`src/rtl/act_reg_read_responder_if.sv`:
```
// Activation register read/write bus.
// The reader/loader side (master) drives requests and byte writes; the register
// file (slave) drives the streamed bytes, the framing flags and write back-pressure.
interface act_reg_read_responder_if #(
    parameter int NUM_REGS  = 8,
    parameter int ROWS      = 4,
    parameter int ROW_BYTES = 8
);
    localparam int AW = $clog2(NUM_REGS);
    localparam int RW = $clog2(ROWS);
    localparam int CW = $clog2(ROW_BYTES);

    // read request side
    logic          read_req;
    logic [1:0]    read_mode;
    logic [AW-1:0] read_address;

    // streamed response
    logic [7:0]    read_data;
    logic          read_valid;
    logic          row_last;
    logic          reg_last;
    logic          busy;

    // loader byte writes
    logic          wr_en;
    logic [AW-1:0] wr_addr;
    logic [RW-1:0] wr_row;
    logic [CW-1:0] wr_col;
    logic [7:0]    wr_data;
    logic          wr_ready;

    modport master (
        output read_req, read_mode, read_address,
        input  read_data, read_valid, row_last, reg_last, busy,
        output wr_en, wr_addr, wr_row, wr_col, wr_data,
        input  wr_ready
    );

    modport slave (
        input  read_req, read_mode, read_address,
        output read_data, read_valid, row_last, reg_last, busy,
        input  wr_en, wr_addr, wr_row, wr_col, wr_data,
        output wr_ready
    );
endinterface

```
`src/rtl/act_reg_read_responder.sv`:
```
// Activation register file with a byte-stream read port.
// Holds NUM_REGS tiles of ROWS x ROW_BYTES bytes in one inferred RAM.
// A read request streams one whole tile (or its upper half, or the tile in
// column-major order) at one byte per cycle with row_last/reg_last framing.
// The pipeline is: counters -> registered RAM read -> registered outputs,
// so the first byte appears two edges after the request is accepted.
// Writes to the tile being streamed are held off through wr_ready.
module act_reg_read_responder #(
    parameter int NUM_REGS  = 8,
    parameter int ROWS      = 4,
    parameter int ROW_BYTES = 8
) (
    input  logic                    clk,
    input  logic                    rst,
    act_reg_read_responder_if.slave bus
);
    localparam int AW    = $clog2(NUM_REGS);
    localparam int RW    = $clog2(ROWS);
    localparam int CW    = $clog2(ROW_BYTES);
    localparam int MAW   = AW + RW + CW;
    localparam int DEPTH = NUM_REGS * ROWS * ROW_BYTES;

    localparam logic [RW-1:0] ROW_MAX  = RW'(ROWS - 1);
    localparam logic [CW-1:0] COL_MAX  = CW'(ROW_BYTES - 1);
    localparam logic [RW-1:0] ROW_HALF = RW'(ROWS / 2);

    typedef enum logic [1:0] {
        IDLE     = 2'd0,
        STREAM   = 2'd1,
        WAIT_LOW = 2'd2
    } state_t;

    // control state
    state_t        state_reg;
    logic [AW-1:0] lat_addr_reg;
    logic          col_major_reg;
    logic [RW-1:0] row_cnt_reg;
    logic [CW-1:0] col_cnt_reg;

    // RAM read stage: flags travel alongside the registered RAM output
    logic [7:0]    rd_q_reg;
    logic          s1_valid_reg;
    logic          s1_row_last_reg;
    logic          s1_reg_last_reg;

    // output stage
    logic [7:0]    read_data_reg;
    logic          read_valid_reg;
    logic          row_last_reg;
    logic          reg_last_reg;
    logic          busy_reg;

    // storage
    logic [7:0]    mem [DEPTH];

    // address decode and framing of the byte being issued this cycle
    logic           last_row;
    logic           last_col;
    logic           issue_last;
    logic           issue_row_last;
    logic [MAW-1:0] rd_addr;
    logic [MAW-1:0] wr_full_addr;
    logic           wr_ready_next;
    logic           wr_fire;

    assign last_row       = (row_cnt_reg == ROW_MAX);
    assign last_col       = (col_cnt_reg == COL_MAX);
    // Every ordering finishes on the bottom-right byte of the tile.
    assign issue_last     = last_row && last_col;
    // In column-major mode a "row" of the stream is a tile column.
    assign issue_row_last = col_major_reg ? last_row : last_col;
    assign rd_addr        = {lat_addr_reg, row_cnt_reg, col_cnt_reg};
    assign wr_full_addr   = {bus.wr_addr, bus.wr_row, bus.wr_col};

    // Only the tile currently being streamed is protected from writes.
    assign wr_ready_next  = !(busy_reg && (bus.wr_addr == lat_addr_reg));
    assign wr_fire        = bus.wr_en && wr_ready_next;

    assign bus.wr_ready   = wr_ready_next;
    assign bus.read_data  = read_data_reg;
    assign bus.read_valid = read_valid_reg;
    assign bus.row_last   = row_last_reg;
    assign bus.reg_last   = reg_last_reg;
    assign bus.busy       = busy_reg;

    // Tile RAM: one write port for the loader, one registered read port for the stream.
    always_ff @(posedge clk) begin
        if (wr_fire) begin
            mem[wr_full_addr] <= bus.wr_data;
        end
        rd_q_reg <= mem[rd_addr];
    end

    // Read FSM, address counters and registered output stage.
    always_ff @(posedge clk) begin
        if (rst) begin
            state_reg       <= IDLE;
            lat_addr_reg    <= '0;
            col_major_reg   <= 1'b0;
            row_cnt_reg     <= '0;
            col_cnt_reg     <= '0;
            s1_valid_reg    <= 1'b0;
            s1_row_last_reg <= 1'b0;
            s1_reg_last_reg <= 1'b0;
            read_data_reg   <= 8'd0;
            read_valid_reg  <= 1'b0;
            row_last_reg    <= 1'b0;
            reg_last_reg    <= 1'b0;
            busy_reg        <= 1'b0;
        end else begin
            // Output stage follows the RAM stage; data holds when nothing is valid.
            read_valid_reg <= s1_valid_reg;
            row_last_reg   <= s1_valid_reg && s1_row_last_reg;
            reg_last_reg   <= s1_valid_reg && s1_reg_last_reg;
            if (s1_valid_reg) begin
                read_data_reg <= rd_q_reg;
            end
            // busy drops right after the cycle that carried reg_last.
            if (reg_last_reg) begin
                busy_reg <= 1'b0;
            end

            s1_valid_reg    <= 1'b0;
            s1_row_last_reg <= 1'b0;
            s1_reg_last_reg <= 1'b0;

            case (state_reg)
                IDLE: begin
                    if (bus.read_req) begin
                        state_reg     <= STREAM;
                        lat_addr_reg  <= bus.read_address;
                        // Mode 11 is handled exactly as mode 00.
                        col_major_reg <= (bus.read_mode == 2'b10);
                        row_cnt_reg   <= (bus.read_mode == 2'b01) ? ROW_HALF : '0;
                        col_cnt_reg   <= '0;
                        busy_reg      <= 1'b1;
                    end
                end

                STREAM: begin
                    s1_valid_reg    <= 1'b1;
                    s1_row_last_reg <= issue_row_last;
                    s1_reg_last_reg <= issue_last;
                    if (col_major_reg) begin
                        row_cnt_reg <= row_cnt_reg + 1'b1;
                        if (last_row) begin
                            col_cnt_reg <= col_cnt_reg + 1'b1;
                        end
                    end else begin
                        col_cnt_reg <= col_cnt_reg + 1'b1;
                        if (last_col) begin
                            row_cnt_reg <= row_cnt_reg + 1'b1;
                        end
                    end
                    if (issue_last) begin
                        state_reg <= WAIT_LOW;
                    end
                end

                WAIT_LOW: begin
                    // Leave only once the request is released and the final
                    // byte is leaving the output stage (or has already left).
                    if (!bus.read_req && (reg_last_reg || !busy_reg)) begin
                        state_reg <= IDLE;
                    end
                end

                default: begin
                    state_reg <= IDLE;
                end
            endcase
        end
    end
endmodule

```
`src/flat_wrapper.sv`:
```
// flat-port wrapper written by rule: the top's interface ports become plain ports
module act_reg_read_responder_flat 
#(
    parameter int NUM_REGS  = 8,
    parameter int ROWS      = 4,
    parameter int ROW_BYTES = 8
)
  (clk, rst, bus_read_req, bus_read_mode, bus_read_address, bus_read_data, bus_read_valid, bus_row_last, bus_reg_last, bus_busy, bus_wr_en, bus_wr_addr, bus_wr_row, bus_wr_col, bus_wr_data, bus_wr_ready);
  act_reg_read_responder_if #(.NUM_REGS(NUM_REGS), .ROWS(ROWS), .ROW_BYTES(ROW_BYTES)) bus_i ();
  input  logic clk;
  input  logic rst;
  input wire logic [$bits(bus_i.read_req)-1:0] bus_read_req;
  input wire logic [$bits(bus_i.read_mode)-1:0] bus_read_mode;
  input wire logic [$bits(bus_i.read_address)-1:0] bus_read_address;
  output wire logic [$bits(bus_i.read_data)-1:0] bus_read_data;
  output wire logic [$bits(bus_i.read_valid)-1:0] bus_read_valid;
  output wire logic [$bits(bus_i.row_last)-1:0] bus_row_last;
  output wire logic [$bits(bus_i.reg_last)-1:0] bus_reg_last;
  output wire logic [$bits(bus_i.busy)-1:0] bus_busy;
  input wire logic [$bits(bus_i.wr_en)-1:0] bus_wr_en;
  input wire logic [$bits(bus_i.wr_addr)-1:0] bus_wr_addr;
  input wire logic [$bits(bus_i.wr_row)-1:0] bus_wr_row;
  input wire logic [$bits(bus_i.wr_col)-1:0] bus_wr_col;
  input wire logic [$bits(bus_i.wr_data)-1:0] bus_wr_data;
  output wire logic [$bits(bus_i.wr_ready)-1:0] bus_wr_ready;
  assign bus_i.read_req = bus_read_req;
  assign bus_i.read_mode = bus_read_mode;
  assign bus_i.read_address = bus_read_address;
  assign bus_read_data = bus_i.read_data;
  assign bus_read_valid = bus_i.read_valid;
  assign bus_row_last = bus_i.row_last;
  assign bus_reg_last = bus_i.reg_last;
  assign bus_busy = bus_i.busy;
  assign bus_i.wr_en = bus_wr_en;
  assign bus_i.wr_addr = bus_wr_addr;
  assign bus_i.wr_row = bus_wr_row;
  assign bus_i.wr_col = bus_wr_col;
  assign bus_i.wr_data = bus_wr_data;
  assign bus_wr_ready = bus_i.wr_ready;
  act_reg_read_responder #(.NUM_REGS(NUM_REGS), .ROWS(ROWS), .ROW_BYTES(ROW_BYTES)) u_core (.clk(clk), .rst(rst), .bus(bus_i));
endmodule
```
`config.mk`:
```
export PLATFORM = sky130hd
export DESIGN_NAME = act_reg_read_responder_flat
export DESIGN_NICKNAME = d
export VERILOG_FILES = /design/src/rtl/act_reg_read_responder_if.sv /design/src/rtl/act_reg_read_responder.sv /design/src/flat_wrapper.sv
export SDC_FILE = /design/constraint.sdc
export NUM_CORES = 2
export LEC_CHECK = 0
export ABC_AREA = 1
export CORE_MARGIN = 10
export CORE_UTILIZATION = 28
export DETAILED_ROUTE_END_ITERATION = 8
export PLACE_DENSITY_LB_ADDON = 0.08
export SLEW_MARGIN = 20
export SYNTH_ARGS = -nofsm -noshare
export SYNTH_HDL_FRONTEND = slang
export SYNTH_SLANG_ARGS = --single-unit
```
`constraint.sdc`:
```
create_clock -name clk -period 5.5 [get_ports clk]
set_input_delay 0.825 -clock clk [delete_from_list [all_inputs] [get_ports clk]]
set_output_delay 0.825 -clock clk [all_outputs]
set_load 0.01 [all_outputs]
```
==> key figures <==
Setup path
  • Reg2reg path depth: 9
  • CP max FO: 18
  • CP Class: reg -> reg
  • Critical path data arrival time: 4.24 ns
  • Critical-path cell list: buf_4 -> inv_4 -> o22ai_1 -> a21oi_2 -> o2111ai_2 -> and2_1 -> buf_4 -> nand2_4 -> nor2_1
  • Critical Path Source Type: flip-flop
  • WP data required: approximately 6 ns
  • CP Capture Type: flip-flop
  • Slowest cell on crit path: nor2_1
  • Max stage delay on crit path: ~0.75 ns
  • R2r setup slk: 1.76 ns
  • Reg2Reg Launch Point: u_core.lat_addr_reg[1]
  • RR Endpoint: u_core.mem[245][1]
  • Cell repeated most along the worst path: buf_4

Floorplanning
  • Die area: about 0.32 mm^2
  • Initial core utilization: 0.281
  • Top Ports: 38
  • Core area: 0.300 mm^2
  • Row cnt: approximately 200
  • Die X: about 570 um
  • Die Y: between 500 and 600 um

Routing
  • DRT iter0 DRCs: around 4400
  • Remaining DRCs: 0
  • Post-DRT Antenna Nets: 0
  • TritonRoute pass-1 iters: 6
  • Routed via count: 54061
  • Per-cell routed wire length: 26.0 um
  • Post-DR vias/cell: around 4.8
  • Total Wirelength: 290 mm

Timing
  • Fin crit share: 0.680
  • Final worst slack: 1.76 ns
  • Final hold vios: 0
  • Final setup fails: 0
  • Clock Skews: 0.0751 ns
  • Fin. max-slew vios: 0
  • Worst-Margin Slew: 1.13 ns
  • Final hold slack: a little under 0.4 ns
  • RSZ-0062 raised after global routing: false
  • Fmax: roughly 0.27 GHz
  • Slew Limit Headroom: 0.248
  • Crit path time final: 3.74 ns
  • Total negative slack: 0 ns

Synth
  • Seq/Total Area, Yosys: 0.737
  • Mapped Area: 0.0843 mm^2
  • Xor/xnor share of the synthesized area: 0.000104
  • Mapped Cells: 7098
  • Largest family of logic cells by synthesized area: simple AND/OR/NAND/NOR gates
  • Post-Syn Area per Cell: around 12 um^2
  • Synth Area in Simple Gates: 0.230
  • Top cells by area, synth: edfxtp_1 73%, nand3_1 12%, nand2_1 9.5%
  • Number of flops mapped to enable cells by yosys: 2048
  • Most frequent cell after synthesis: nand2_1
  • Top post-synthesis cells by count: 2130 x nand2_1, 2048 x edfxtp_1, 2016 x nand3_1
  • Compound-Gate Fraction of Synth Area: 0.00224
  • Ys Warns: 0
  • Synth area leader: edfxtp_1
  • Post-synthesis cell type count: 30
  • Syn Nets: 7126
  • Post-synthesis adder-cell area fraction: 0.000445
  • Synth Flop Type: edfxtp_1
  • Synth async-reset ratio: 0
  • Mux contribution to synthesized area: 0
  • Post-synth top area share: 0.729
  • Synthesis-stage register bit count: ~2100

Place
  • I/O Buffers: 37
  • Detail Placement HPWL: 166 mm
  • Cell Area, Placed: roughly 0.09 mm^2
  • RD Place Congestion: 0.808
  • Cell Count Post-Placement: 10726
  • Place WS: 1.17 ns

Final layout
  • Fin area: 0.0966 mm^2
  • Share of cells above drive strength 1: 0.0687
  • Layout Cells excl Fill: 11163
  • Final nets: 7035
  • Final Util: 0.322
  • Number of flip-flops in the largest register: 2048
  • Area delta synth->final: 14.6%

Clock network
  • Clk_lat worst skew: slightly above 0.9 ns
  • # resized after CTS: 0
  • Clk sinks: 2082
  • Clock-pin slew on the worst setup and hold paths: 0.06 ns
  • CTS Buf Count: 237
  • Post-CTS Setup Bufs: 0
  • Maximum clock path buffer count: 4
  • H-tree depth: 4
  • CTS tree: yes
  • Hold_buf cts: 0
  • CTS root buffer: clkbuf_16

Outcome
  • Status: complete, no violations

Power and ir drop
  • Pwr Density: 382 mW/mm^2
  • Peak supply drop: 322 uV
  • Pwr Total: 36.9 mW
  • Leakage: 32.6 nW

Global routing
  • First-pass GRT wire length: a little over 400 mm
  • Initial antenna violation count: 17
  • Global route total overflow: 0
  • Vias in the first global route: 55027
  • Total GRT Usage: 0.173
  • Largest net degree at the start of global routing: 190

Run
  • Max-cap viol count: 0

Min path
  • Hold path start: bus_wr_data[2]
  • Hold Path Sink: u_core.mem[158][2]
  • Min-Delay Path Class: in -> reg
  • Hold path cells: 1
==> critical path, delay by kind of cell, from the launching register on <==
kind | cells | cell delay [ns]
AOI/OAI and AO/OA | 3 | 0.34
DFF | 1 | 0.31
buffers and inverters | 3 | 0.82
and+or+nand+nor | 3 | 1.76
==> routing by layer <==
layer  vias up  wire length [um]  GRT usage
met3       383             12800     0.0239
met5         -                 0          0
met4         0              7470     0.0427
met2      1303            138000      0.290
li1      25098                 -          -
met1     27277            132000      0.237
==> kinds of logic after synthesis <==
logic type | count (synthesis)
buffers and inverters | 513
and+or+nand+nor | 4466
xor gates and xnor gates | 1
adders and majority gates | 3
AOI/OAI and AO/OA | 33
DFF | 2082
==> cell usage in the layout (no fill, tap or decap), types with 2 or more instances in the layout <==
master and count:
buf_8 8, nand2_4 10, clkinv_2 41, bufinv_16 36
buf_12 44, ha_1 3, clkbuf_1 30, buf_4 76
dfxtp_4 5, clkinv_4 6, nand2_2 6, inv_16 2
nand2_1 2124, dfxtp_1 28, inv_6 4, o21ai_0 17
clkdlybuf4s50_1 29, clkbuf_16 240, a211oi_1 2, a21oi_1 10
clkinv_1 63, inv_1 17, inv_2 2, diode_2 12
edfxtp_1 2048, nand3_1 2016, clkinvlp_4 7, nor2_1 306
==> layout make-up <==
class,count,area [um^2]
clock buffers,270,6120
multi-input cells,4503,19600
well taps,3958,4950
clock inverters,155,1680
repair buffers,157,1860
diodes,12,30.0
inverters,26,145
flip-flops and latches,2082,62200
fillers,30291,203000
==> power by group <==
| part | total [mW] | internal (mW) | switching (mW) |
|---|---|---|---|
| clock network | 16.1 | 9.59 | 6.55 |
| logic | 3.24 | 0.749 | 2.49 |
| registers | 17.6 | 17.5 | 0.0834 |
==> worst max-delay path by stage <==
stage | startpoint | to | slack [ns] | depth (start not counted)
2_1_floorplan | bus_wr_addr[0] | u_core.mem[100][0] | 2.93 | 9
3_3_place_gp | bus_wr_addr[0] | u_core.mem[164][6] | 1.15 | 8
3_5_place_dp | bus_wr_addr[0] | u_core.mem[228][0] | 1.17 | 8
4_1_cts | u_core.lat_addr_reg[1] | u_core.mem[245][5] | 1.74 | 9
5_1_grt | u_core.lat_addr_reg[1] | u_core.mem[132][0] | 1.61 | 9
6_report | u_core.lat_addr_reg[1] | u_core.mem[245][1] | 1.76 | 9
Note: power is estimated with default switching activity, not from simulation.
